### src/rtl/pc_unit_pkg.sv
// Shared definitions for the program-counter unit: FSM state encodings and
// default parameter values used by pc_unit and pc_next_mux.
package pc_unit_pkg;

  // BOOT=0, RUN=1, HALT=2; code 3 is unused and recovers to BOOT.
  typedef enum logic [1:0] {
    PC_BOOT = 2'd0,
    PC_RUN  = 2'd1,
    PC_HALT = 2'd2
  } pc_state_e;

  localparam int          DEF_WIDTH        = 32;
  localparam logic [31:0] DEF_RESET_VECTOR = 32'h0000_0000;
  localparam logic [31:0] DEF_EXC_VECTOR   = 32'h0000_0080;
  localparam int          DEF_STEP         = 4;
  localparam int          DEF_ALIGN_BITS   = 2;

  // True in the only state where sequential fetch and redirects apply.
  function automatic logic is_run(pc_state_e s);
    return (s == PC_RUN);
  endfunction

endpackage

### src/rtl/pc_next_mux.sv
// Combinational next-PC selector: fixed-priority choice between exception
// vector, EPC restore, jump, branch, stall-hold and sequential increment,
// with low-bit alignment masking and a misalign flag on loaded targets.
module pc_next_mux
  import pc_unit_pkg::*;
#(
  parameter int               WIDTH      = DEF_WIDTH,
  parameter logic [WIDTH-1:0] EXC_VECTOR = WIDTH'(DEF_EXC_VECTOR),
  parameter int               STEP       = DEF_STEP,
  parameter int               ALIGN_BITS = DEF_ALIGN_BITS
) (
  input  logic [WIDTH-1:0] pc,
  input  logic             take_exc,
  input  logic             redirect_en,
  input  logic             epc_restore,
  input  logic [WIDTH-1:0] epc,
  input  logic             jump,
  input  logic [WIDTH-1:0] jump_target,
  input  logic             branch_taken,
  input  logic [WIDTH-1:0] branch_target,
  input  logic             stall,
  output logic [WIDTH-1:0] next_seq,
  output logic [WIDTH-1:0] next_pc,
  output logic             misalign
);

  // Mask of the low bits that every loaded address must have cleared.
  localparam logic [WIDTH-1:0] ALIGN_MASK = (WIDTH'(1) << ALIGN_BITS) - WIDTH'(1);

  logic [WIDTH-1:0] raw_pc;
  logic             is_load;

  // Increment wraps naturally modulo 2^WIDTH.
  assign next_seq = pc + WIDTH'(STEP);

  // Priority selection; exception wins even outside RUN, other redirects only in RUN.
  always_comb begin
    raw_pc  = pc;
    is_load = 1'b0;
    if (take_exc) begin
      raw_pc  = EXC_VECTOR;
      is_load = 1'b1;
    end else if (redirect_en) begin
      if (epc_restore) begin
        raw_pc  = epc;
        is_load = 1'b1;
      end else if (jump) begin
        raw_pc  = jump_target;
        is_load = 1'b1;
      end else if (branch_taken) begin
        raw_pc  = branch_target;
        is_load = 1'b1;
      end else if (!stall) begin
        raw_pc  = next_seq;
      end
    end
  end

  assign next_pc  = is_load ? (raw_pc & ~ALIGN_MASK) : raw_pc;
  assign misalign = is_load && (|(raw_pc & ALIGN_MASK));

endmodule

### src/rtl/pc_unit.sv
// Clocked MIPS fetch-stage program counter with BOOT/RUN/HALT control,
// fetch-valid qualifier and sticky alignment error.
// Optional build macro: PC_UNIT_EPC_EN adds an exception PC register (EPC)
// and an EpcRestore input that reloads the PC from it.
module pc_unit
  import pc_unit_pkg::*;
#(
  parameter int               WIDTH        = DEF_WIDTH,
  parameter logic [WIDTH-1:0] RESET_VECTOR = WIDTH'(DEF_RESET_VECTOR),
  parameter logic [WIDTH-1:0] EXC_VECTOR   = WIDTH'(DEF_EXC_VECTOR),
  parameter int               STEP         = DEF_STEP,
  parameter int               ALIGN_BITS   = DEF_ALIGN_BITS
) (
  input  logic             Clock,
  input  logic             Reset,
  input  logic             Stall,
  input  logic             BranchTaken,
  input  logic [WIDTH-1:0] BranchTarget,
  input  logic             Jump,
  input  logic [WIDTH-1:0] JumpTarget,
  input  logic             Exception,
  input  logic             Halt,
  input  logic             Resume,
  output logic [WIDTH-1:0] Output,
  output logic [WIDTH-1:0] NextSeq,
  output logic             Valid,
  output logic             AlignErr
`ifdef PC_UNIT_EPC_EN
  ,
  input  logic             EpcRestore,
  output logic [WIDTH-1:0] EPC
`endif
);

  pc_state_e        state_reg;
  pc_state_e        state_next;
  logic [WIDTH-1:0] pc_reg;
  logic [WIDTH-1:0] pc_next;
  logic             valid_reg;
  logic             align_err_reg;
  logic             take_exc;
  logic             redirect_en;
  logic             misalign;
  logic             epc_restore_sel;
  logic [WIDTH-1:0] epc_value;

  // An exception is accepted in every legal state; the unused code only recovers.
  assign take_exc    = Exception && (state_reg == PC_BOOT || state_reg == PC_RUN ||
                                     state_reg == PC_HALT);
  // A Halt in RUN freezes the PC and discards any simultaneous redirect.
  assign redirect_en = is_run(state_reg) && !Halt;

`ifdef PC_UNIT_EPC_EN
  logic [WIDTH-1:0] epc_reg;
  assign epc_restore_sel = EpcRestore;
  assign epc_value       = epc_reg;
  assign EPC             = epc_reg;

  // Capture the faulting PC whenever an exception is taken.
  always_ff @(posedge Clock) begin
    if (Reset) begin
      epc_reg <= '0;
    end else if (take_exc) begin
      epc_reg <= pc_reg;
    end
  end
`else
  assign epc_restore_sel = 1'b0;
  assign epc_value       = '0;
`endif

  pc_next_mux #(
    .WIDTH      (WIDTH),
    .EXC_VECTOR (EXC_VECTOR),
    .STEP       (STEP),
    .ALIGN_BITS (ALIGN_BITS)
  ) u_next_mux (
    .pc            (pc_reg),
    .take_exc      (take_exc),
    .redirect_en   (redirect_en),
    .epc_restore   (epc_restore_sel),
    .epc           (epc_value),
    .jump          (Jump),
    .jump_target   (JumpTarget),
    .branch_taken  (BranchTaken),
    .branch_target (BranchTarget),
    .stall         (Stall),
    .next_seq      (NextSeq),
    .next_pc       (pc_next),
    .misalign      (misalign)
  );

  // Next-state rules; Exception always returns to RUN and beats Halt/Resume.
  always_comb begin
    state_next = PC_BOOT;
    case (state_reg)
      PC_BOOT: state_next = PC_RUN;
      PC_RUN:  state_next = (!Exception && Halt) ? PC_HALT : PC_RUN;
      PC_HALT: begin
        if (Exception)            state_next = PC_RUN;
        else if (Resume && !Halt) state_next = PC_RUN;
        else                      state_next = PC_HALT;
      end
      default: state_next = PC_BOOT;
    endcase
  end

  // State, PC, registered fetch-valid and sticky alignment error.
  always_ff @(posedge Clock) begin
    if (Reset) begin
      state_reg     <= PC_BOOT;
      pc_reg        <= RESET_VECTOR;
      valid_reg     <= 1'b0;
      align_err_reg <= 1'b0;
    end else begin
      state_reg <= state_next;
      pc_reg    <= pc_next;
      valid_reg <= is_run(state_next);
      if (misalign) begin
        align_err_reg <= 1'b1;
      end
    end
  end

  assign Output   = pc_reg;
  assign Valid    = valid_reg;
  assign AlignErr = align_err_reg;

endmodule

### config.mk
export PLATFORM = sky130hd
export DESIGN_NAME = pc_unit
export DESIGN_NICKNAME = d
export VERILOG_FILES = /design/src/rtl/pc_unit_pkg.sv /design/src/rtl/pc_next_mux.sv /design/src/rtl/pc_unit.sv
export SDC_FILE = /design/constraint.sdc
export NUM_CORES = 1
export LEC_CHECK = 0
export CORE_AREA = 2 2 84 86
export CTS_BUF_LIST = sky130_fd_sc_hd__clkbuf_8
export DETAILED_ROUTE_END_ITERATION = 7
export DIE_AREA = 0 0 86 88
export PLACE_DENSITY = 0.78
export SETUP_SLACK_MARGIN = 0.2
export SYNTH_ARGS = -nofsm -noshare
export SYNTH_HDL_FRONTEND = slang
export SYNTH_SLANG_ARGS = --single-unit
export TNS_END_PERCENT = 50
### constraint.sdc
create_clock -name Clock -period 3 [get_ports Clock]
set_clock_uncertainty 0.2 [all_clocks]
set_input_delay 0.75 -clock Clock [delete_from_list [all_inputs] [get_ports Clock]]
set_output_delay 0.75 -clock Clock [all_outputs]
set_load 0.05 [all_outputs]
Word level (Yosys, flattened, before mapping)
Index checks and enable logic that the tools add are counted.

Add/subtract/negate cells: 1. Eq/ne operators: 3. Multiplexer cells: 13. Reduce and logical (&&, ||, !) cells: 12.

Operators by type and width (count): two-way mux 32 bit (5); adder 32 x 3 -> 32 bit, second input constant (1); two-way mux 2 bit (3); case mux 2 bit (3 select lines) (1); logical AND 1 bit (5); equality test 2 x 1 -> 1 bit, second input constant (2); two-way mux 1 bit (4); OR reduction 2 bit (2); equality test 2 bit, second input constant (1); zero test 1 bit (2); zero test 2 bit (1); logical OR 1 bit (2).

Register bits after elaboration: 36.

Logic depth before layout (Yosys ltp)
Gate-level depths: netlist (run 1).

Depth after elaboration: 8. Mapped depth: 8. Depth with buffers taken out: 6.

Cells and area by module
Synthesis (run 1) repeated with hierarchy kept, for this count alone.

Cell total of the unflattened synthesis: 524. Area, all modules: 3714.8 um2.

Modules (own cells, without submodules): pc_next_mux (instances 1, cells each 438, area each 2675.1 um2); pc_unit (instances 1, cells each 86, area each 1039.7 um2).

Least setup slack after synthesis (run 1)
OpenSTA, ideal clock, no wires.

Path type: register to output. Start point: register pc_reg[2] (netlist: Output[2]). End point: output port NextSeq[30]. Data arrival time: 2937 ps. Required time: 2050 ps. Setup slack: -887 ps. Stages on the path, launching flop included: 7. Buffers on the path: 0. Path through: dfxtp_1 > ha_1 > nand3_1 > nor3_1 > nand3_1 > or3_1 > xnor2_1.

Word-level cells in the longest chain between the ends: 1.

RTL lines: start, declared (RTL line pc_unit.sv:37) `logic [WIDTH-1:0] pc_reg;`; start signal, assigned (RTL line pc_unit.sv:117) `pc_reg <= pc_next;`; adder 32 x 3 -> 32 bit (RTL line pc_next_mux.sv:34) `assign next_seq = pc + WIDTH'(STEP);`; end, declared (RTL line pc_unit.sv:25) `output logic [WIDTH-1:0] NextSeq,`.

No other way between the ends.

Worst setup path after layout (run 1)
Same ends and word-level chain as after synthesis.

==> flow_summary.toml, run 1 <==
[outcome]
status = "finished, violations left"
violations = "setup timing"

[hold_path]
min_path_type = "reg -> reg"
holdPathEnd = "AlignErr"
min_from = "AlignErr"
hold_path_depth = 2

[yosys]
syn-num-nets = 443
ys_ff_latch = 36
synth_ff_type = "dfxtp_1"
synthCells = 370
synth-edff-count = 0
syn_area_um2 = 2740
synth_top_area_frac = 0.263
synth_top_cell_by_area = "dfxtp_1"
synth_area_leaders = "dfxtp_1 (26%), nand2_1 (5.8%), xnor2_1 (4.8%), a21oi_1 (4.6%), xor2_1 (4.2%)"
ys_types = 64
yosysMostFrequentCell = "nand2_1"
yosys-top-cells-count = "nand2_1 (42), dfxtp_1 (36), nor2_1 (30), a21oi_1 (25), clkbuf_1 (24)"
yosysSeqAreaShare = 0.263
yosysWarnings = 0
syn_avg_cell_area_um2 = 7.40
async_reset_ff_frac = 0

[pwr]
power.share.combinational = 0.317
switching_share = 0.314
clockPowerShare = 0.318
peakVddDrop_mv = 0.201
power_density_nw_per_um2 = 250
pwr-share-seq = 0.365
p_int_uw = 938
switching_power_uw = 429
leakage_uw = 0.00216

[setup_path]
start_kind = "flop"
reg2reg_to = "Output[27]"
ff2ff_setup_slack_ns = 0.76
worst_setup_path_end_kind = "primary output"
slowest_stage = "dfxtp_4"
required_ns = 2.05
crit_arrival_ns = 2.06
crit_type = "reg -> out"
timing.rr.start = "Output[7]"
cp_max_fo = 4
slowest_delay_ns = 0.39
r2r_cells = 6
crit_path_cell_trace = "ha_4 -> nand3_4 -> nor3_4 -> nand3_2 -> or3_4 -> xnor2_4 -> buf_12"

[job]
cap_viol_max_count = 0

[floorplan]
die_h_um = 88
initial_core_util = 0.412
dieArea_um2 = 7570
ios = 138
die_w_um = 86
rows = 30
core_um2 = 6640

[detailed_routing]
postRouteAntennaNets = 0
wl_per_cell_um = 18.4
drtIter0Drc = 333
via_per_inst = 6.10
via_count = 3841
routed_wl_um = 11600
route.detailed.drc = 0
drt-pass1-iter-count = 5

[finish]
area_growth_pct = 99.6
final_layout_size_suffix_gt1_frac = 0.327
largest_reg_flops = 32
nNetsFinal = 622
antenna_cells = 0

[place]
dp_hpwl_um = 7930
gp_congestion = 0.870
portBuffers = 137
place_ws_ns = 0.0139

[sta]
relSlewSlack = 0.641
timing.final.crit_share = 1.00
setup_slack_ns = -0.00884
setup_tns_ns = -0.0137
max_freq_ghz = 0.332
fin_crit_ns = 3.01
report.final.slew_viol_count = 0
final_hold_viol_count = 0
rsz0062_at_grt = "yes"
setup-violations-final = 2
tightest_slew_ns = 0.536

[global_route]
grt_pass1_vias = 3654
grt_first_pass_wirelength_um = 17700
grt_overflow_total = 0
grt_usage = 0.293
grt_start_max_net_pins = 25
antenna_found_initial = 0

[clocking]
clkSlewWorstSetupHoldPaths_ns = 0.08
cts-root-buf = "clkbuf_8"
worstSkewPairLatency_ns = 0.29
clock_path_buffers = 2
tritoncts = "done"
cts_buffers = 5
ctsHoldBuffers = 0
clock_sinks = 36
cts.htree.levels = 2
cells in the final DEF (no fill, tap or decap), types with 6 or more instances in the layout:
master | synthesis | layout
inv_1 | 8 | 8
mux2i_1 | 6 | 6
clkdlybuf4s50_1 | 0 | 109
nor3_1 | 13 | 10
xnor2_2 | 0 | 7
dfxtp_2 | 0 | 9
a22oi_1 | 14 | 14
o22ai_1 | 8 | 8
nand3_1 | 12 | 8
o21ai_0 | 19 | 19
buf_4 | 2 | 64
buf_12 | 0 | 24
nor2_1 | 30 | 25
nand2_1 | 42 | 39
a21oi_1 | 25 | 25
dfxtp_1 | 36 | 9
dfxtp_4 | 0 | 18
xor2_4 | 0 | 7
nand4_1 | 6 | 6
cell families after synthesis:
family | share of synthesized area
compound gates | 0.291
xor+xnor | 0.0895
fa+ha+maj | 0.00457
buf+inv | 0.0580
flops | 0.263
mux | 0.0260
simple gates | 0.268
power groups by stage:
stage	Sequential (µW)	Clock [µW]	Combinational [µW]
after floorplan	554	0	163
after global placement	518	0	401
after detailed placement	519	0	406
after CTS	499	439	426
after global routing	501	464	457
final	499	435	433
how the worst max path moves through the flow:
stage / from / endpoint / cells past startpoint
6_report: Output[2] / NextSeq[30] / 7
2_1_floorplan: Output[23] / NextSeq[30] / 5
3_5_place_dp: Halt / Output[30] / 6
5_1_grt: Output[6] / NextSeq[27] / 6
3_3_place_gp: Halt / Output[30] / 6
4_1_cts: Output[2] / NextSeq[27] / 6
cell type report:
cell class	count	area, µm²
clock buffers	5	68.8
clock inverters	3	41.3
fillers	407	1180
inverters	8	30.0
multi-input cells	296	2320
flip-flops and latches	36	800
well taps	80	100
repair buffers	202	2110
worst max-delay path: cells and delay by family, from the launching register on:
kind | cells | cell delay (ns)
flops | 1 | 0.39
buf+inv | 1 | 0.15
simple gates | 4 | 0.85
fa+ha+maj | 1 | 0.18
xor+xnor | 1 | 0.19
routing by layer:
layer	up-vias	global-route usage	wire, µm
met4	0	0.0981	273
met1	1797	0.356	4420
li1	1742	-	-
met5	-	0	0
met2	271	0.519	5780
met3	31	0.0594	1150
timing repair:
item | 4_1_cts | 5_1_grt
buffers inserted | 25 | 12
endpoints found under the setup margin | 21 | 22
pin swaps | 7 | 16
gates resized for setup | 22 | 16
metrics by stage:
step / power [µW] / area, µm² / hold WS [ns] / cells / utilization
after floorplan: 717 / 3120 / 0.331 / 370 / -
after global placement: 919 / 4880 / 0.237 / 585 / 0.734
after detailed placement: 925 / 4880 / 0.246 / 585 / 0.734
after CTS: 1360 / 5290 / 0.259 / 618 / 0.797
after global routing: 1420 / 5470 / 0.283 / 630 / 0.823
final: 1370 / 5470 / 0.249 / 630 / 0.823
No activity file was read; power rests on OpenSTA's default activity.
==> run 2: changes to the inputs <==
- CTS_CLUSTER_SIZE: not set -> 20
==> results of run 2 <==
The final DEF is identical to that of run 1; final timing and power are the same.
==> run 3: changes to the inputs <==
- CORE_AREA: 2 2 84 86 -> 2 2 94 96
- DIE_AREA: 0 0 86 88 -> 0 0 96 98
- PLACE_DENSITY: 0.78 -> 0.76
- SYNTH_HIERARCHICAL: not set -> 1
==> flow_summary.toml, run 3 <==
[detailed_routing]
via_per_inst = 5.97
wl_per_cell_um = 18.6
routed_wl_um = 15300
route.detailed.drc = 0
via_count = 4933
postRouteAntennaNets = 0
drt-pass1-iter-count = 5
drtIter0Drc = 541

[global_route]
grt_first_pass_wirelength_um = 23800
grt_usage = 0.319
grt_pass1_vias = 4821
antenna_found_initial = 0
grt_start_max_net_pins = 39
grt_overflow_total = 0

[setup_path]
start_kind = "flop"
crit_arrival_ns = 1.91
required_ns = 2.05
slowest_delay_ns = 0.39
slowest_stage = "dfxtp_2"
cp_max_fo = 4
ff2ff_setup_slack_ns = 0.66
crit_type = "reg -> out"
reg2reg_to = "Output[23]"
crit_path_cell_trace = "and4_4 -> nand4_1 -> nor3_2 -> nand2_2 -> xnor2_4 -> buf_12"
worst_setup_path_end_kind = "primary output"
r2r_cells = 7
timing.rr.start = "Output[11]"

[yosys]
synth-edff-count = 0
yosysMostFrequentCell = "nand2_1"
yosysWarnings = 6
async_reset_ff_frac = 0
synth_top_cell_by_area = "dfxtp_1"
synth_area_leaders = "dfxtp_1 (19%), nand2_1 (7.3%), nor2b_1 (5.9%), xnor2_1 (5.7%), a21oi_1 (4.6%)"
yosysSeqAreaShare = 0.194
syn_avg_cell_area_um2 = 7.09
synth_ff_type = "dfxtp_1"
synth_top_area_frac = 0.194
ys_ff_latch = 36
synthCells = 524
syn_area_um2 = 3710
yosys-top-cells-count = "nand2_1 (72), dfxtp_1 (36), nor2b_1 (35), a21oi_1 (34), nor2_1 (33)"
ys_types = 72

[place]
gp_congestion = 0.929
dp.cells = 796
portBuffers = 137
dp_hpwl_um = 11100

[sta]
report.final.slew_viol_count = 0
max_freq_ghz = 0.350
fin_crit_ns = 2.86
relSlewSlack = 0.658
timing.final.crit_share = 0.953
final_hold_viol_count = 0
rsz0062_at_grt = "yes"
setup-violations-final = 0
setup_tns_ns = 0
tightest_slew_ns = 0.512

[clocking]
clock_sinks = 36
ctsHoldBuffers = 0
clkSlewWorstSetupHoldPaths_ns = 0.08
worstSkewPairLatency_ns = 0.30
tritoncts = "done"
cts-root-buf = "clkbuf_8"
cts_buffers = 5
cts.htree.levels = 2
clock_path_buffers = 2

[floorplan]
rows = 34
die_w_um = 96
core_um2 = 8470
die_h_um = 98
initial_core_util = 0.439
dieArea_um2 = 9410
ios = 138

[hold_path]
holdPathEnd = "state_reg[1]"
min_path_type = "reg -> reg"
hold_path_depth = 1
min_from = "state_reg[0]"

[finish]
final_cell_mix = "clkdlybuf4s50_1 (109), nand2_1 (68), buf_4 (59)"
final_common_cell = "clkdlybuf4s50_1"
final_layout_size_suffix_gt1_frac = 0.272
largest_reg_flops = 32
nNetsFinal = 790
antenna_cells = 0
final_cells = 826
area_growth_pct = 74.8

[outcome]
status = "finished, final reports clean"

[pwr]
power_density_nw_per_um2 = 233
leakage_uw = 0.00249
peakVddDrop_mv = 0.167

[job]
cap_viol_max_count = 0
==> run 3: how the worst max path moves through the flow <==
stage	start	endpoint	slack, ns
final	Output[8]	NextSeq[29]	0.14
after CTS	Output[11]	NextSeq[15]	0.08
after floorplan	Output[10]	NextSeq[16]	0.05
after global routing	Output[8]	NextSeq[29]	0.12
after detailed placement	Jump	Output[21]	0.05
after global placement	Jump	Output[21]	0.1
==> run 3: final cells by class <==
cell class | count | area, µm²
Timing Repair Buffer | 198 | 2100
Tap cell | 108 | 135
Sequential cell | 36 | 797
Inverter | 12 | 45.0
Clock buffer | 5 | 68.8
Fill cell | 624 | 1970
Multi-Input combinational cell | 464 | 3340
Clock inverter | 3 | 12.5
==> run 3: worst max-delay path: cells and delay by family, from the launching register on <==
kind          cells  cell delay (ns)
simple gates      4             0.86
flops             1             0.39
xor+xnor          1             0.19
buf+inv           1             0.16
==> run 3: kinds of logic after synthesis <==
logic type	share of synthesized area
multiplexers	0.0337
buffers and inverters	0.0771
other	0.00101
XOR/XNOR	0.0872
AO/OA/AOI/OAI	0.272
AND/OR/NAND/NOR	0.331
flip-flops	0.194
adder cells (fa/ha/maj)	0.00337
==> run 3: routing by layer <==
metal  GRT usage  vias up  part of all wire
li1            -     2267                 -
met1       0.405     2300              0.39
met2       0.538      312              0.48
met3      0.0602       54             0.092
met4       0.102        0             0.034
met5           0        -                 0
==> run 3: metrics by stage <==
step	utilization	setup WS, ns	hold WS (ns)	total power [µW]	area (µm²)
6_report	0.767	0.142	0.324	1510	6490
3_5_place_dp	0.717	0.0464	0.305	1140	6070
3_3_place_gp	0.717	0.0974	0.262	1130	6070
4_1_cts	0.748	0.0775	0.325	1490	6330
5_1_grt	0.767	0.115	0.348	1570	6490
2_1_floorplan	-	0.0527	0.256	880	4260
==> run 3: repair_timing <==
item,CTS,global route
pin swaps,10,11
cloned,0,0
setup endpoints to repair,22,20
buffers inserted,13,9
gates resized for setup,27,24
==> run 3: power by group <==
group          switching [µW]  internal [µW]
Combinational             357            293
Clock                     191            157
Sequential               26.4            487
